$ cat src/rtl/keycode_dir_ctrl.sv
// keycode_dir_ctrl: debounces USB arrow keycodes, buffers a requested turn
// until the mover reports it legal (or it times out), and produces the
// current direction plus registered per-frame X/Y motion steps.
module keycode_dir_ctrl #(
    parameter int STABLE_FRAMES = 2,
    parameter int TURN_HOLD     = 8,
    parameter int STEP          = 1
) (
    input  logic       frame_clk,
    input  logic       Reset,
    input  logic [7:0] keycode,
    input  logic       turn_ok,
    input  logic       wall_hit,
    output logic [2:0] cur_dir,
    output logic [2:0] pend_dir,
    output logic [9:0] X_Motion,
    output logic [9:0] Y_Motion,
    output logic       turn_taken
);

    localparam int CW_RAW = $clog2(STABLE_FRAMES + 1);
    localparam int HW_RAW = $clog2(TURN_HOLD + 1);
    localparam int CW     = (CW_RAW < 1) ? 1 : CW_RAW;
    localparam int HW     = (HW_RAW < 1) ? 1 : HW_RAW;

    localparam logic [CW-1:0] CNT_MAX   = CW'(STABLE_FRAMES);
    localparam logic [HW-1:0] HOLD_INIT = HW'(TURN_HOLD);
    localparam logic [9:0]    STEP_POS  = 10'(STEP);
    localparam logic [9:0]    STEP_NEG  = 10'(-STEP);

    typedef enum logic [2:0] {
        DIR_NONE  = 3'd0,
        DIR_UP    = 3'd1,
        DIR_LEFT  = 3'd2,
        DIR_DOWN  = 3'd3,
        DIR_RIGHT = 3'd4
    } dir_e;

    typedef enum logic [1:0] {
        ST_IDLE,
        ST_MOVE,
        ST_PEND
    } state_e;

    function automatic dir_e opposite_dir(input dir_e d);
        case (d)
            DIR_UP:    opposite_dir = DIR_DOWN;
            DIR_DOWN:  opposite_dir = DIR_UP;
            DIR_LEFT:  opposite_dir = DIR_RIGHT;
            DIR_RIGHT: opposite_dir = DIR_LEFT;
            default:   opposite_dir = DIR_NONE;
        endcase
    endfunction

    state_e        state_q, state_d;
    dir_e          cand_q, cand_d;
    logic [CW-1:0] cnt_q, cnt_d;
    dir_e          cur_q, cur_d;
    dir_e          pend_q, pend_d;
    logic [HW-1:0] hold_q, hold_d;
    logic [9:0]    x_q, x_d;
    logic [9:0]    y_q, y_d;
    logic          turn_taken_q, turn_taken_d;

    dir_e key_dir;
    logic accepted;
    logic pend_apply;
    logic turn;

    // Translate the raw keycode into a direction request
    always_comb begin
        case (keycode)
            8'h1A:   key_dir = DIR_UP;
            8'h04:   key_dir = DIR_LEFT;
            8'h16:   key_dir = DIR_DOWN;
            8'h07:   key_dir = DIR_RIGHT;
            default: key_dir = DIR_NONE;
        endcase
    end

    // Debounce: a key counts as accepted once it has been seen STABLE_FRAMES
    // samples in a row, and again on every frame it stays held
    always_comb begin
        cand_d = cand_q;
        cnt_d  = cnt_q;
        if (key_dir == DIR_NONE) begin
            cand_d = DIR_NONE;
            cnt_d  = '0;
        end else if (key_dir == cand_q) begin
            if (cnt_q != CNT_MAX) begin
                cnt_d = cnt_q + CW'(1);
            end
        end else begin
            cand_d = key_dir;
            cnt_d  = CW'(1);
        end
        accepted = (key_dir != DIR_NONE) && (cnt_d == CNT_MAX);
    end

    // Next-state for direction, pending turn and motion. A pending turn is
    // applied first; the accepted key is then judged against the resulting
    // direction, and an opposite key arriving on that same edge waits one
    // frame (it is re-accepted while held). Any applied turn beats wall_hit.
    always_comb begin
        cur_d      = cur_q;
        pend_d     = pend_q;
        hold_d     = hold_q;
        turn       = 1'b0;
        pend_apply = (state_q == ST_PEND) && turn_ok;

        if (pend_apply) begin
            cur_d  = pend_q;
            pend_d = DIR_NONE;
            turn   = 1'b1;
        end else if (state_q == ST_PEND) begin
            if (hold_q <= HW'(1)) begin
                hold_d = '0;
                pend_d = DIR_NONE;
            end else begin
                hold_d = hold_q - HW'(1);
            end
        end

        if (accepted) begin
            if (key_dir == cur_d) begin
                pend_d = DIR_NONE;
            end else if (key_dir == opposite_dir(cur_d)) begin
                if (!pend_apply) begin
                    cur_d  = key_dir;
                    pend_d = DIR_NONE;
                    turn   = 1'b1;
                end
            end else begin
                pend_d = key_dir;
                hold_d = HOLD_INIT;
            end
        end

        if (wall_hit && !turn) begin
            cur_d = DIR_NONE;
        end

        if (pend_d != DIR_NONE) begin
            state_d = ST_PEND;
        end else if (cur_d != DIR_NONE) begin
            state_d = ST_MOVE;
        end else begin
            state_d = ST_IDLE;
        end

        x_d = '0;
        y_d = '0;
        case (cur_d)
            DIR_UP:    y_d = STEP_NEG;
            DIR_DOWN:  y_d = STEP_POS;
            DIR_LEFT:  x_d = STEP_NEG;
            DIR_RIGHT: x_d = STEP_POS;
            default: ;
        endcase

        turn_taken_d = turn;
    end

    // State registers with synchronous reset
    always_ff @(posedge frame_clk) begin
        if (Reset) begin
            state_q      <= ST_IDLE;
            cand_q       <= DIR_NONE;
            cnt_q        <= '0;
            cur_q        <= DIR_NONE;
            pend_q       <= DIR_NONE;
            hold_q       <= '0;
            x_q          <= '0;
            y_q          <= '0;
            turn_taken_q <= 1'b0;
        end else begin
            state_q      <= state_d;
            cand_q       <= cand_d;
            cnt_q        <= cnt_d;
            cur_q        <= cur_d;
            pend_q       <= pend_d;
            hold_q       <= hold_d;
            x_q          <= x_d;
            y_q          <= y_d;
            turn_taken_q <= turn_taken_d;
        end
    end

    assign cur_dir    = cur_q;
    assign pend_dir   = pend_q;
    assign X_Motion   = x_q;
    assign Y_Motion   = y_q;
    assign turn_taken = turn_taken_q;

endmodule
$ cat config.mk
export PLATFORM = sky130hd
export DESIGN_NAME = keycode_dir_ctrl
export DESIGN_NICKNAME = d
export VERILOG_FILES = /design/src/rtl/keycode_dir_ctrl.sv
export SDC_FILE = /design/constraint.sdc
export NUM_CORES = 1
export LEC_CHECK = 0
export BUFFER_PORTS_ARGS = -buffer_cell sky130_fd_sc_hd__buf_4
export CAP_MARGIN = 10
export CORE_MARGIN = 8
export CORE_UTILIZATION = 56
export DETAILED_ROUTE_END_ITERATION = 6
export PLACE_DENSITY = 0.9
export SETUP_SLACK_MARGIN = 0.15
export SYNTH_ARGS = -nofsm -noshare
export SYNTH_HDL_FRONTEND = slang
export SYNTH_SLANG_ARGS = --single-unit
$ cat constraint.sdc
create_clock -name frame_clk -period 6.9 [get_ports frame_clk]
set_input_delay 1.38 -clock frame_clk [delete_from_list [all_inputs] [get_ports frame_clk]]
set_output_delay 1.38 -clock frame_clk [all_outputs]
set_load 0.05 [all_outputs]
==> results.ini, run 1 <==
[yosys]
syn_avg_cell_area_um2=8.12
ys_seq_elements=22
synth_edf_count=0
synth_flop_cell=dfxtp_1
synth_area_leaders=dfxtp_1 29%, buf_4 7.9%, nor3_1 4.6%, nor2_1 4.2%, a21oi_1 4.0%
synthArstFlopShare=0
yosysWarningCount=0
synth_top_area_frac=0.290
yosys.cell_types.count=50
synth_seq_area_share=0.290
yosysTopAreaCell=dfxtp_1
netlist_area_um2=1520
synth_cells=187
syn_nets=202

[sta]
fin_tns_setup_ns=0
grt_setup_unrepaired=no
worst_slew_pin_slew_ns=0.559
fin_skew_ns=0.00614
timing.hold.ws_ns=0.527
finalCritPeriodShare=0.520
final_hold_viol_count=0
fmax_mhz=279
setup_viol=0
drv_slew=0
period_minus_slack_ns=3.58
slew_headroom=0.626

[finish]
fillCellCount=246
final_cell_count_no_fill=238
multi_input_area_um2=891
syn_to_final_growth_pct=15.2
seq_area_um2=440
num_antenna_cells=0
fin_area_um2=1750
nNetsFinal=223
drive_gt1_frac=0.256

[route]
wirelength_um=3340
avgRoutedWirePerCell_um=14.1
dr.pass1.iters=4
antenna_left=0
vias_per_cell=5.71
drtIter0Drc=94
dr_total_vias=1360
drc=0

[cts]
clkSinkCount=22
cts_tree=yes
cts_max_level=1
path_clk_slew_ns=0.13
clk_path_buf_depth=2
cts_resized=0
ctsHoldBuffers=0
cts_setup_buffers=0
cts_buffers=3
root_buffer=clkbuf_4
clk_latency_ns=0.32

[place]
place_inst=234
hpwl_um=2590
gp_congestion=0.873
placed_cell_area_um2=1700
io_buffers=38

[global_routing]
grt_max_degree=20
grt_usage=0.147
grt_pass1_wl_um=5420
gr-total-overflow=0
grt_pass1_vias=1294
grt_antenna_before_repair=0

[floorplan]
initial_utilization=0.570
die_h_um=68.1
core_um2=2660
dieArea_um2=4630
rows=19
ioPinCount=39
die_width_um=68.1

[power]
power_leakage_uw=0.000753
total_power_uw=248
power_density_nw_per_um2=142
ir_worst_vdd_v=0.000134

[setup_path]
path_class=input port to flip-flop
endpoint_kind=flip-flop
cp.arrival_ns=3.84
required_ns=7.15
crit_fanout=6
start_kind=input port

[min_path]
hp-class=flip-flop to flip-flop

[outcome]
outcome=finished, final reports clean

[job]
drv_cap=0

==> cells by family after synthesis <==
family,share of synthesized area
XOR/XNOR,0.0511
multiplexers,0.0577
AND/OR/NAND/NOR,0.304
buffers and inverters,0.124
flip-flops,0.290
adder cells (fa/ha/maj),0.0247
AO/OA/AOI/OAI,0.149
==> metal layers <==
layer	up-vias	track usage	wire length [um]
met5	-	0	0
met4	0	0.0691	68
met3	7	0.0311	373
met2	62	0.249	1480
met1	611	0.172	1420
li1	680	-	-
==> synthesized netlist by cell type, types with 2 or more instances <==
cell,number
nor3_1,14
a211oi_2,2
nand3_1,5
nand2b_1,4
o21bai_1,2
dfxtp_1,22
and2_1,4
and3_1,3
o21ai_0,3
nor4_1,2
xnor2_1,6
mux2_2,2
buf_4,16
nor2b_1,5
nand3b_1,2
inv_1,11
a31oi_1,2
and4_1,2
buf_2,3
a21oi_1,12
nand2_1,11
clkbuf_1,3
a211oi_1,2
mux2i_1,5
nor2_1,17
ha_1,3
==> stage by stage <==
| stage | setup slack (ns) | util |
|---|---|---|
| 3_3_place_gp | 2.99 | 0.637 |
| 6_report | 3.32 | 0.657 |
| 3_5_place_dp | 2.98 | 0.637 |
| 2_1_floorplan | 3.34 | - |
| 5_1_grt | 3.15 | 0.657 |
| 4_1_cts | 3.32 | 0.657 |
==> placed cells by master, fill, tap and decap left out, drive strengths merged, types with 2 or more instances in the layout <==
cell type  Yosys  routed
buf           19      38
dfxtp         22      22
nor2          17      17
nor3          15      15
a21oi         12      12
inv           11      11
nand2         11      11
xnor2          7       7
nand3          6       6
nor2b          5       5
mux2i          5       5
nand2b         4       4
and2           4       4
a211oi         4       4
o21ai          3       3
and3           3       3
ha             3       3
clkbuf         3       3
mux2           3       3
o21bai         2       2
and4           2       2
nand3b         2       2
nor4           2       2
a31oi          2       2
or2            2       2
or4            2       2
==> registers in the layout, summed over array words and instances (netlist names) <==
register and flops:
X_Motion 2, state_q 2, Y_Motion 2, pend_dir 3, turn_taken 1, cnt_q 2
hold_q 4, cur_dir 3, cand_q 3
==> layout make-up <==
| cell class | count | share of cell area |
|---|---|---|
| Clock inverter | 1 | 0.0172 |
| Tap cell | 31 | 0.0222 |
| Multi-Input combinational cell | 132 | 0.509 |
| Sequential cell | 22 | 0.252 |
| Inverter | 11 | 0.0236 |
| Clock buffer | 3 | 0.0129 |
| Timing Repair Buffer | 38 | 0.163 |
==> power breakdown <==
part | internal, uW | leakage [uW] | switching, uW
logic | 8.96 | 0.000548 | 11.5
clock network | 58.8 | 0.0000279 | 41.5
registers | 127 | 0.000177 | 0.0647
total | 195 | 0.000753 | 53.1
==> critical path: stages <==
cell and delay [ns]:
buf_4 0.12, nor4_1 0.51, nand3_1 0.34, xnor2_1 0.21, a31oi_1 0.27, o31ai_4 0.15, and4_1 0.18, a211oi_2 0.32
nand3b_1 0.14, a211oi_2 0.22
==> final timing paths <==
path / startpoint / to / slack (ns) / depth (start not counted)
max: keycode[7] / X_Motion[0]$_SDFF_PP0_ / 3.32 / 10
min: pend_dir[2]$_SDFF_PP0_ / pend_dir[2]$_SDFF_PP0_ / 0.53 / 2
max reg2reg: state_q[0]$_SDFF_PP0_ / X_Motion[0]$_SDFF_PP0_ / 4.12 / 8
min reg2reg: pend_dir[2]$_SDFF_PP0_ / pend_dir[2]$_SDFF_PP0_ / 0.53 / 2
Note: power is estimated with default switching activity, not from simulation.
==> run 2: changes to the inputs <==
--- a/config.mk
+++ b/config.mk
@@ -5,12 +5,13 @@
 export SDC_FILE = /design/constraint.sdc
 export NUM_CORES = 1
 export LEC_CHECK = 0
+export ABC_AREA = 1
 export BUFFER_PORTS_ARGS = -buffer_cell sky130_fd_sc_hd__buf_4
 export CAP_MARGIN = 10
 export CORE_MARGIN = 8
-export CORE_UTILIZATION = 56
+export CORE_UTILIZATION = 54
 export DETAILED_ROUTE_END_ITERATION = 6
-export PLACE_DENSITY = 0.9
+export PLACE_DENSITY = 0.86
 export SETUP_SLACK_MARGIN = 0.15
 export SYNTH_ARGS = -nofsm -noshare
 export SYNTH_HDL_FRONTEND = slang
==> constraint.sdc (replaced) <==
create_clock -name frame_clk -period 3.5 [get_ports frame_clk]
set_input_delay 0.7 -clock frame_clk [delete_from_list [all_inputs] [get_ports frame_clk]]
set_output_delay 0.7 -clock frame_clk [all_outputs]
set_load 0.05 [all_outputs]
==> results.ini, run 2 <==
[power]
p_seq_frac=0.521
power_leakage_uw=0.00100
clockPowerShare=0.409
share_comb_of_total_power=0.070
switchingPower_uw=101
ir_worst_vdd_v=0.000132
p_int_uw=380
swShare=0.210
power_density_nw_per_um2=251

[sta]
final_hold_viol_count=0
fin_tns_setup_ns=0
fmax_mhz=437
fin_skew_ns=0.00723
slew_headroom=0.719
period_minus_slack_ns=2.29
drv_slew=0
setup_viol=0
timing.hold.ws_ns=0.547
finalCritPeriodShare=0.654
grt_setup_unrepaired=no
worst_slew_pin_slew_ns=0.419

[route]
avgRoutedWirePerCell_um=10.9
dr_total_vias=1536
dr.pass1.iters=4
top_layer_used=met4
vias_per_cell=4.91
wl_met3_um=305
drt-met1-wl_um=1460
wirelength_um=3420
drtIter0Drc=63
wl_met2_um=1600
antenna_left=0
drc=0

[yosys]
synthArstFlopShare=0
synth_flop_cell=dfxtp_1
syn_avg_cell_area_um2=6.53
netlist_area_um2=1670
synth_seq_area_share=0.264
syn_nets=270
yosys.cell_types.count=28
synth_edf_count=0
yosysTopAreaCell=dfxtp_1
synth_top_area_frac=0.264
synth_commonest_cells=58 x nand2_1, 42 x inv_1, 27 x nor2_1
synth_cells=255
yosysWarningCount=0
ys_seq_elements=22
yosysMostFrequentCell=nand2_1
synth_area_leaders=dfxtp_1 26%, nand2_1 13%, inv_1 9.5%, buf_4 7.2%, nor2_1 6.1%

[floorplan]
initial_utilization=0.555
rows=20
ioPinCount=39
core_um2=3000
die_width_um=71.5
die_h_um=71.5
dieArea_um2=5120

[cts]
clk_path_buf_depth=2
path_clk_slew_ns=0.13
cts_tree=yes
root_buffer=clkbuf_4
cts_max_level=1
clkSinkCount=22
ctsHoldBuffers=0
cts_setup_buffers=0
cts_buffers=3
clk_latency_ns=0.31
cts_resized=0

[global_routing]
gr-total-overflow=0
grt_pass1_vias=1452
grt_max_degree=14
grt_antenna_before_repair=0
grt_pass1_wl_um=5930
grt_usage=0.138

[job]
drv_cap=0

[place]
gp_congestion=0.886
hpwl_um=2910
io_buffers=38

[setup_path]
cpMaxStageDelayCell=nor2_1
cp.arrival_ns=2.51
endpoint_kind=flip-flop
required_ns=3.72
rrSetupSlack_ns=1.44
slowest_delay_ns=0.23
path_cells=buf_4 > inv_1 > nand2_1 > nor2_1 > nand2_1 > nand2_1 > nand2_1 > nor2_1 > nand3_1 > nor2_1 > nand2_2 > nand2_1 > nand2_1 > nand2_2 > inv_1 > nor2_1 > nor2_1
path_class=input port to flip-flop
critical_path_buf_inv_count=3
r2r_cells=18
reg2reg_to=state_q[0]$_SDFF_PP0_
start_kind=input port
path_depth=17
cp_top_family=simple AND/OR/NAND/NOR gates
r2r-start=state_q[0]$_SDFF_PP0_
crit_fanout=5
crit_top_cell=nand2_1

[finish]
top_register=hold_q
fillCellCount=282
syn_to_final_growth_pct=15.3
num_antenna_cells=0
largest_reg_flops=4
final_cell_mix=58 x nand2_1, 42 x inv_1, 38 x buf_4
mostFrequentLayoutCell=nand2_1
nNetsFinal=296
drive_gt1_frac=0.286

[outcome]
outcome=finished, final reports clean

[min_path]
min_from=hold_q[0]$_SDFF_PP0_
worstHoldPathCells=2
hp-class=flip-flop to flip-flop
min_to=hold_q[0]$_SDFF_PP0_

## run 2: logic make-up after synthesis
group	count (synthesis)	synth area share
adder cells (fa/ha/maj)	3	0.0225
buffers and inverters	62	0.177
flip-flops	22	0.264
AND/OR/NAND/NOR	148	0.467
XOR/XNOR	3	0.0158
AO/OA/AOI/OAI	17	0.0533
## run 2: final cells by class
class | count | area (um2) | area share
Sequential cell | 22 | 440 | 0.229
Timing Repair Buffer | 38 | 285 | 0.149
Inverter | 45 | 170 | 0.0886
Clock inverter | 1 | 30.0 | 0.0156
Clock buffer | 3 | 22.5 | 0.0117
Multi-Input combinational cell | 171 | 931 | 0.485
Tap cell | 33 | 41.3 | 0.0215
## run 2: per-stage QoR
step	area [um2]	total power, uW	setup slack, ns	instances	util
detailed placement	1870	290	0.871	309	0.622
finish	1920	481	1.21	313	0.640
floorplan	1670	274	1.33	255	-
CTS	1920	484	1.23	313	0.640
global route	1920	496	0.983	313	0.640
global placement	1870	289	0.939	309	0.622
## run 2: layer usage
metal,vias to the layer above,GRT usage
li1,819,-
met1,666,0.145
met2,43,0.241
met3,8,0.0516
met4,0,0.0567
met5,-,0
## run 2: tightest hold or removal path, delay by kind of cell, from the launching register on
family	cells	cell delay, ns
DFF	1	0.35
AOI/OAI and AO/OA	1	0.07
buffers and inverters	1	0.09
## run 2: power groups by stage
stage / clock, uW / combinational (uW) / sequential, uW
4_1_cts: 199 / 34.0 / 251
2_1_floorplan: 0 / 18.0 / 256
3_5_place_dp: 0 / 34.0 / 256
5_1_grt: 207 / 38.1 / 251
6_report: 197 / 33.9 / 251
3_3_place_gp: 0 / 33.2 / 256
## run 2: worst max path at each step
stage	startpoint	to	slack, ns
2_1_floorplan	keycode[6]	state_q[0]$_SDFF_PP0_	1.33
3_3_place_gp	keycode[6]	state_q[0]$_SDFF_PP0_	0.94
3_5_place_dp	keycode[6]	state_q[0]$_SDFF_PP0_	0.87
4_1_cts	keycode[6]	state_q[0]$_SDFF_PP0_	1.23
5_1_grt	keycode[3]	X_Motion[0]$_SDFF_PP0_	0.98
6_report	keycode[3]	state_q[0]$_SDFF_PP0_	1.21
